--- config.mk ---
export PLATFORM = sky130hd
export DESIGN_NAME = ucdp_latch_rf
export DESIGN_NICKNAME = d
export VERILOG_FILES = /design/src/rtl/ucdp_latch_rf_pkg.sv /design/src/rtl/ucdp_latch_rf_entry.sv /design/src/rtl/ucdp_latch_rf.sv
export SDC_FILE = /design/constraint.sdc
export NUM_CORES = 1
export LEC_CHECK = 0
export BUFFER_PORTS_ARGS = -buffer_cell sky130_fd_sc_hd__buf_2
export CORE_MARGIN = 2
export CORE_UTILIZATION = 56
export DETAILED_ROUTE_END_ITERATION = 10
export GPL_ROUTABILITY_DRIVEN = 0
export PLACE_DENSITY = 0.85
export SETUP_SLACK_MARGIN = 0.4
export SYNTH_ARGS = -nofsm -noshare
export SYNTH_HDL_FRONTEND = slang
export SYNTH_SLANG_ARGS = --single-unit
--- constraint.sdc ---
create_clock -name main_clk_i -period 3 [get_ports main_clk_i]
set_input_delay 0.6 -clock main_clk_i [delete_from_list [all_inputs] [get_ports main_clk_i]]
set_output_delay 0.6 -clock main_clk_i [all_outputs]
set_load 0.005 [all_outputs]
--- src/rtl/ucdp_latch_rf_pkg.sv ---
// Shared types for the latch-based register file.
// The staging op encoding is common to the top and any tooling that inspects it.
package ucdp_latch_rf_pkg;

   typedef enum logic [1:0] {
      OpNone  = 2'd0,
      OpWrite = 2'd1,
      OpClear = 2'd2
   } ucdp_latch_rf_op_e;

endpackage

--- src/rtl/ucdp_latch_rf_entry.sv ---
// One register-file storage cell.
// It is a level-sensitive latch by default, or a rising-edge flop when FPGA is defined.
module ucdp_latch_rf_entry #(
   parameter int unsigned        width_p  = 8,
   parameter logic [width_p-1:0] rstval_p = {width_p{1'b0}}
) (
   input  logic               clk,
   input  logic               rst,
   input  logic               hit,
   input  logic               scan_mode,
   input  logic [width_p-1:0] nxt,
   output logic [width_p-1:0] q
);

`ifdef FPGA

   // The staged op lands one edge later; the top forwards it until then.
   always_ff @(posedge clk or posedge rst) begin
      if (rst) begin
         q <= rstval_p;
      end else if (hit || scan_mode) begin
         q <= nxt;
      end
   end

`else

   logic en;

   // Open only in the low phase, so the op staged at the rising edge is stable.
   assign en = rst | (hit & ~clk) | scan_mode;

   always_latch begin
      if (en) begin
         q <= rst ? rstval_p : nxt;
      end
   end

`endif

endmodule

--- src/rtl/ucdp_latch_rf.sv ---
// Latch-based register file with flop staging, read forwarding and bulk clear.
// One write port, one combinational read port, with an FPGA flop fallback per entry.
module ucdp_latch_rf
   import ucdp_latch_rf_pkg::*;
#(
   parameter int unsigned        width_p  = 8,
   parameter int unsigned        depth_p  = 4,
   parameter logic [width_p-1:0] rstval_p = {width_p{1'b0}},
   localparam int unsigned       addrwidth_p = $clog2(depth_p)
) (
   input  logic                   main_clk_i,
   input  logic                   main_rst_i,
   input  logic                   wr_en_i,
   input  logic [addrwidth_p-1:0] wr_addr_i,
   input  logic [width_p-1:0]     wr_data_i,
   input  logic                   clr_i,
   input  logic [addrwidth_p-1:0] rd_addr_i,
   output logic [width_p-1:0]     rd_data_o,
   output logic                   busy_o,
   input  logic                   dft_mode_scan_mode_i
);

   ucdp_latch_rf_op_e      stg_op_d;
   ucdp_latch_rf_op_e      stg_op_q;
   logic [addrwidth_p-1:0] stg_addr_q;
   logic [width_p-1:0]     stg_data_q;

   logic                   wr_in_range;
   logic                   rd_in_range;
   logic [width_p-1:0]     entry_nxt;
   logic [depth_p-1:0]     entry_hit;
   logic [width_p-1:0]     entry_q [depth_p];
   logic [width_p-1:0]     rd_lat;

   assign wr_in_range = 32'(wr_addr_i) < depth_p;
   assign rd_in_range = 32'(rd_addr_i) < depth_p;

   // Clear wins over a simultaneous write, which is dropped.
   always_comb begin
      stg_op_d = OpNone;
      if (clr_i) begin
         stg_op_d = OpClear;
      end else if (wr_en_i && wr_in_range) begin
         stg_op_d = OpWrite;
      end
   end

   always_ff @(posedge main_clk_i or posedge main_rst_i) begin
      if (main_rst_i) begin
         stg_op_q   <= OpNone;
         stg_addr_q <= '0;
         stg_data_q <= rstval_p;
      end else begin
         stg_op_q   <= stg_op_d;
         stg_addr_q <= wr_addr_i;
         stg_data_q <= wr_data_i;
      end
   end

   assign entry_nxt = (stg_op_q == OpClear) ? rstval_p : stg_data_q;

   always_comb begin
      entry_hit = '0;
      for (int i = 0; i < int'(depth_p); i++) begin
         entry_hit[i] = (stg_op_q == OpClear) ||
                        ((stg_op_q == OpWrite) && (stg_addr_q == addrwidth_p'(i)));
      end
   end

   for (genvar g = 0; g < int'(depth_p); g++) begin : g_entry
      ucdp_latch_rf_entry #(
         .width_p  (width_p),
         .rstval_p (rstval_p)
      ) u_entry (
         .clk       (main_clk_i),
         .rst       (main_rst_i),
         .hit       (entry_hit[g]),
         .scan_mode (dft_mode_scan_mode_i),
         .nxt       (entry_nxt),
         .q         (entry_q[g])
      );
   end

   always_comb begin
      rd_lat = rstval_p;
      for (int i = 0; i < int'(depth_p); i++) begin
         if (rd_in_range && (rd_addr_i == addrwidth_p'(i))) begin
            rd_lat = entry_q[i];
         end
      end
   end

   // The staged op is not in the latches until the low phase, so forward it.
   always_comb begin
      if (stg_op_q == OpClear) begin
         rd_data_o = rstval_p;
      end else if ((stg_op_q == OpWrite) && (rd_addr_i == stg_addr_q)) begin
         rd_data_o = stg_data_q;
      end else begin
         rd_data_o = rd_lat;
      end
   end

   assign busy_o = (stg_op_q != OpNone);

endmodule

=== Yosys cells after proc, flatten, opt, wreduce, memory -nomap -nowiden ===
Index checks and enable logic that the tools add are counted.
W data, S select, Z words.

* Register bits: 12
* Latch bits: 32
* Output and inout bits: 9

* Equal/unequal tests: 9
* Multiplexer cells: 18
* Bitwise logic cells: 13
* Reduce and logical (&&, ||, !) cells: 12

{| class="wikitable"
|+ Operators with widths
! kind !! number
|-
| $mux W8 || 16
|-
| $eq A2 B2 Y1 const B || 5
|-
| $or A1 B1 Y1 || 8
|-
| $eq A2 B1 Y1 const B || 3
|-
| $logic_and A1 B1 Y1 || 5
|-
| $and A1 B1 Y1 || 4
|-
| $logic_not A2 Y1 || 2
|-
| $logic_or A1 B1 Y1 || 4
|-
| $eq A2 B2 Y1 || 1
|-
| $mux W2 || 1
|-
| $reduce_bool A2 Y1 || 1
|-
| $mux W1 || 1
|-
| $not A1 Y1 || 1
|}

=== Longest topological paths before layout ===
Gate-level depths: netlist (run 1).

* Depth after elaboration: 7
* Mapped depth: 4
* Depth with buffers taken out: 3

=== Cells and area by module ===
Synthesis (run 1) repeated with hierarchy kept, for this count alone.

* Cells, all modules: 151
* Area, all modules: 1666.6 µm²

{| class="wikitable"
|+ Modules (own cells, without submodules)
! module !! times used !! cells each !! area an instance (µm²) !! seq. area each (µm²)
|-
| ucdp_latch_rf || 1 || 75 || 855.8 || 300.3
|-
| ucdp_latch_rf_entry || 4 || 19 || 202.7 || 0.0
|}

==> run metrics, run 1 <==
outcome finished with violations; failing checks setup timing; share of layout cells above drive strength 1 0.4221; Lkg Pwr 0.7536 nW; #FFs+latches synth 44; initial antenna violation count 0; Clock Skew 0.1459 ns; dpl cells 160; WP data required 2.40 ns; number of global-route vias before repair 1266; die extent in x 53.17 um; final-stage net count 172; total grt overflow 0; final std cells w/o fill 182; Crit Path Class latch -> out; global router's overall resource usage 0.3280; Syn Nets 128; Clk Latency, worst-skew pair 0.74 ns; Worst path depth 4; Setup Viol. Count Final 8; Area contributors post-synth dlxtp_1 (35%), dfrtp_1 (22%), mux4_2 (12%), o31ai_1 (4.4%), and2_1 (3.7%); Crit Path Max Fanout 1; post-synth cell types 21; area of placed instances 0.001481 mm2; CP max-delay cell mux4_2; top cells by count, synth dlxtp_1 (32), dfrtp_1 (12); fraction of registers with async set/reset 0.2727; CP max stage delay 0.47 ns; Pre-Repair DR Iteration Count 5; max-cap viol count 0; Primary FF master, synth dlxtp_1; syn_area_per_cell 12.20 um2; Die ar. 0.002827 mm2; critical path launch point type latch; top cell type's share of synthesized area 0.3549; Fill cells 153; CTS tree built; Max-slew headroom 0.3962; CP Launch Point g_entry[1].u_entry.q[7]$_DLATCH_P_; hold buffer count at cts 0; Worst EP arrival 3.52 ns; Post-CTS Setup Inserts 0; Slew Limit Fails 0; fin worst setup slack -1.123 ns; largest area contributor in the netlist dlxtp_1; row cnt 17; DR WL/cell 20.68 um; first-pass GRT wire length 5954 um; Critical Path End Type output port; FF-to-FF Start stg_op_q[1]$_DFF_PP0_; CP cell instances mux4_2 > o31ai_2 > a21oi_2 > buf_2; chip height 53.17 um; vias post-DR 1193; EDFF count, synth 0; setup TNS -8.622 ns; Detailed Route Iter0 Violations 55; Port Buffer Count 25; reg2reg end g_entry[2].u_entry.q[7]$_DLATCH_P_; YS warnings 0; post-route cell area 0.001673 mm2; Syn Inst Count 111; Total Wirelength 3763 um; largest net degree at the start of global routing 13; area of the core 0.002255 mm2; most frequent cell after synthesis dlxtp_1; Post-route DRC 0; Power Dens Cells 405.2 mW/mm2; Layout area overhead 23.57%; Clk pin slew, worst setup/hold paths 0.08 ns; ANT cells 0; Final Hold Fails 0; Hold Crit Class in -> async; worst-margin pin slew 0.9039 ns; IO Pins 26; DP HPWL 2082 um; Via density 6.555; Worst Path Buf+Inv 1; Antenna Nets Post-Route 0; reg2reg setup slack 0.47 ns; Worst R2R Path Depth 3; critical path's top delay family multiplexers; Starting Density 0.6004; RSZ-0062 raised after global routing true; synthesized area 0.001354 mm2; VDD IR max 0.0005077 V
-- cell usage in the layout, fill, tap and decap left out, types with 2 or more instances in the layout --
cell type  Yosys  routed
a21oi_1        8       6
a21oi_2        0       2
a31oi_1        4       4
and2_1         8       8
buf_2          2      25
clkbuf_4       0      21
dfrtp_1       12      12
dlxtp_1       32      32
inv_1          3       3
mux4_2         7       8
nand4_1        8       8
nor2b_1        3       3
o21ai_0        4       4
o31ai_1        8       6
o31ai_2        0       2
xor2_2         2       2
-- power by group --
group | internal [mW] | switching (mW)
Sequential | 0.236 | 0.0148
Combinational | 0.0446 | 0.0608
Clock | 0.192 | 0.130
-- cell families (layout without fill, tap and decap cells) --
kind of cell | after synthesis | after routing | synth area share
buf+inv | 8 | 51 | 0.03512
xor+xnor | 4 | 4 | 0.04252
mux | 8 | 8 | 0.1359
simple gates | 23 | 23 | 0.1026
flops | 12 | 12 | 0.2218
latches | 32 | 32 | 0.3549
compound gates | 24 | 24 | 0.1072
-- registers in the layout, summed over array words and instances (netlist names) --
name / flops
g_entry.u_entry.q: 32
stg_addr_q: 2
stg_data_q: 8
stg_op_q: 2
-- through the flow --
stage / hold WS [ns] / util / power [mW] / setup WS [ns]
2_1_floorplan: 0.4647 / - / 0.3261 / 0.03707
3_3_place_gp: 0.5518 / 0.6570 / 0.3531 / -0.1220
3_5_place_dp: 0.5610 / 0.6570 / 0.3604 / -0.1541
4_1_cts: 0.01917 / 0.7342 / 0.6732 / -1.122
5_1_grt: 0.02847 / 0.7420 / 0.7119 / -1.263
6_report: 0.01934 / 0.7420 / 0.6778 / -1.123
-- metal layers --
| layer | wire (um) | up-vias | GRT usage |
|---|---|---|---|
| li1 | - | 490 | - |
| met4 | 200 | 0 | 0.2863 |
| met5 | 0 | - | 0 |
| met3 | 336 | 24 | 0.1017 |
| met1 | 1369 | 587 | 0.3551 |
| met2 | 1856 | 92 | 0.5146 |
-- timing repair --
item	CTS	global route
pin swaps	6	4
setup endpoints to repair	21	8
resized for setup	1	4
-- layout make-up --
type / instances / area (um2) / share of cell area
clock buffers: 22 / 171.4 / 0.1025
inverters: 3 / 11.26 / 0.006732
multi-input cells: 59 / 541.8 / 0.3239
flip-flops and latches: 44 / 780.7 / 0.4667
well taps: 28 / 35.03 / 0.02094
repair buffers: 26 / 132.6 / 0.07928
-- worst max path at each step --
stage,end,slack [ns]
after floorplan,rd_data_o[0],0.04
after global placement,rd_data_o[5],-0.12
after detailed placement,rd_data_o[4],-0.15
after CTS,rd_data_o[7],-1.12
after global routing,rd_data_o[7],-1.26
final,rd_data_o[7],-1.12
No activity file was read; power rests on OpenSTA's default activity.
==> inputs of run 2 (changes only) <==
- CORE_UTILIZATION: 56 -> 45
- MAX_ROUTING_LAYER: not set -> met4
- PLACE_DENSITY: 0.85 -> 0.71
==> run 2 against run 1 <==
Clock skew down 0.049 ns. Critical path type unchanged. Non-clock buffer count up 1. Combinational power about the same. Count of clock-buffer cells in the layout unchanged. Clock power down 1%. Critical endpoint is now rd_data_o[5]. Highest routed layer unchanged. Largest power group unchanged. The run ends with DRC, setup timing left. Via count down 9.5%. Register-to-register slack better by 0.17 ns. Sequential share of layout area about the same.
==> run metrics, run 2 (synthesis results as in run 1) <==
CP max stage delay 0.48 ns (about the same); Detailed Route Iter0 Violations 62 (+13%); largest register by flop count g_entry.u_entry.q; Final Hold Fails 0 (unchanged); DP HPWL 2084 um (about the same); VDD IR max 0.0002740 V (-46%); area of the core 0.002805 mm2 (+24%); critical path launch point type latch; CTS tree built; largest net degree at the start of global routing 13 (unchanged); most common cell after layout, fill and taps aside dlxtp_1; Starting Density 0.4826 (-0.1178); Max-slew headroom 0.4603 (+0.06416); ANT cells 0 (unchanged); Hold Crit Class in -> async; Power Total 669.1 uW (-1.3%); Post-CTS Setup Inserts 0 (unchanged); outcome finished with violations; utilization after layout 0.5968 (-0.1452); hold buffer count at cts 0 (unchanged); worst-margin pin slew 0.8078 ns (-0.09605 ns); Fill cells 234 (+53%); share of layout cells above drive strength 1 0.4065 (-0.01563); Die ar. 0.003463 mm2 (+23%); final std cells w/o fill 186 (+2.2%); IO Pins 26 (unchanged); Crit Path Max Fanout 1 (unchanged); Slew Limit Fails 0 (unchanged); chip height 58.85 um (+11%); fin worst setup slack -1.037 ns (+0.08522 ns); Worst Path Buf+Inv 1 (unchanged); Total Wirelength 3381 um (-10%); Antenna Nets Post-Route 0 (unchanged); Largest regs g_entry.u_entry.q x32, stg_data_q x8; setup TNS -7.905 ns (+0.7166 ns); max FFs per register 32 (unchanged); CP max-delay cell mux4_2; number of global-route vias before repair 1152 (-9.0%); max-cap viol count 0 (unchanged); most frequent cells in the layout dlxtp_1 (32), buf_2 (25), clkbuf_4 (21); Lkg Pwr 0.7584 nW (+0.65%); failing checks DRC, setup timing; Setup Viol. Count Final 8 (unchanged); Post-route DRC 3 (+3); DR WL/cell 18.18 um (-12%); Clk pin slew, worst setup/hold paths 0.07 ns (about the same); total grt overflow 0 (unchanged); WP data required 2.40 ns (about the same); Layout area overhead 23.66% (about the same); critical path's top delay family multiplexers; Power Dens Cells 399.7 mW/mm2 (-1.4%); Clk Latency, worst-skew pair 0.69 ns (-0.05 ns); Clock Skew 0.09708 ns (-0.04887 ns); dpl cells 164 (+2.5%); CP cell instances mux4_2 > o31ai_2 > a21oi_1 > buf_2; row cnt 19 (+2); final-stage net count 173 (+0.58%); global router's overall resource usage 0.2394 (-0.08858); initial antenna violation count 0 (unchanged); Pre-Repair DR Iteration Count 7 (+2); Via density 5.806 (-11%); vias post-DR 1080 (-9.5%); first-pass GRT wire length 5264 um (-12%); Port Buffer Count 25 (unchanged); multi-input combinational cell area 531.8 um2 (-1.8%); RSZ-0062 raised after global routing true; Critical Path End Type output port; die extent in x 58.85 um (+11%); Crit Path Class latch -> out; Worst EP arrival 3.44 ns (-0.08 ns); register area 780.7 um2 (unchanged)
## run 2: cell types whose count changed in the layout (fill, tap and decap cells not counted), sizes merged
cell | before | now
buf | 26 | 27
## run 2: final timing paths
check | from | to | slack [ns] | cells after the start
worst max-delay path | g_entry[3].u_entry.q[5]$_DLATCH_P_ | rd_data_o[5] | -1.04 | 4
worst min-delay path | main_rst_i | stg_data_q[4]$_DFF_PP0_ | 0.02 | 2
worst max register to register | stg_op_q[1]$_DFF_PP0_ | g_entry[2].u_entry.q[3]$_DLATCH_P_ | 0.64 | 4
worst min register to register | stg_data_q[6]$_DFF_PP0_ | g_entry[3].u_entry.q[6]$_DLATCH_P_ | 0.46 | 1
max in group asynchronous | main_rst_i | stg_data_q[2]$_DFF_PP0_ | 2.68 | 2
min in group main_clk_i | wr_data_i[0] | stg_data_q[0]$_DFF_PP0_ | 0.11 | 1
## run 2: area by class of cell
type / instances / share of cell area
well taps: 31 / 0.02317
inverters: 3 / 0.006726
flip-flops and latches: 44 / 0.4664
repair buffers: 27 / 0.08371
clock buffers: 22 / 0.1024
multi-input cells: 59 / 0.3176
## run 2: report_power, final
group / internal [mW] / leakage, nW / switching (mW) / total (mW)
Clock: 0.192 / 0.105 / 0.125 / 0.317
Combinational: 0.0452 / 0.274 / 0.0582 / 0.103
Sequential: 0.236 / 0.380 / 0.0125 / 0.249
Total: 0.473 / 0.758 / 0.196 / 0.669
## run 2: what timing repair did
item	in CTS	in global routing
setup endpoints to repair	8	8
gates resized for setup	1	1
pin swaps	5	3
## run 2: per-stage QoR
stage | setup slack [ns] | hold WS [ns] | area, um2
finish | -1.037 | 0.01750 | 1674
global route | -1.102 | 0.01267 | 1674
CTS | -1.016 | 0.01193 | 1669
detailed placement | -0.1444 | 0.5574 | 1493
global placement | -0.1184 | 0.5479 | 1493
floorplan | 0.03707 | 0.4647 | 1350
## run 2: layer usage
layer	routed length (um)	vias up	global-route usage	share of wire
met5	0	-	-	0
met4	139	0	0.2143	0.041
met2	1660	63	0.3381	0.49
met1	1330	507	0.2562	0.39
li1	-	493	-	-
met3	251	17	0.09451	0.074
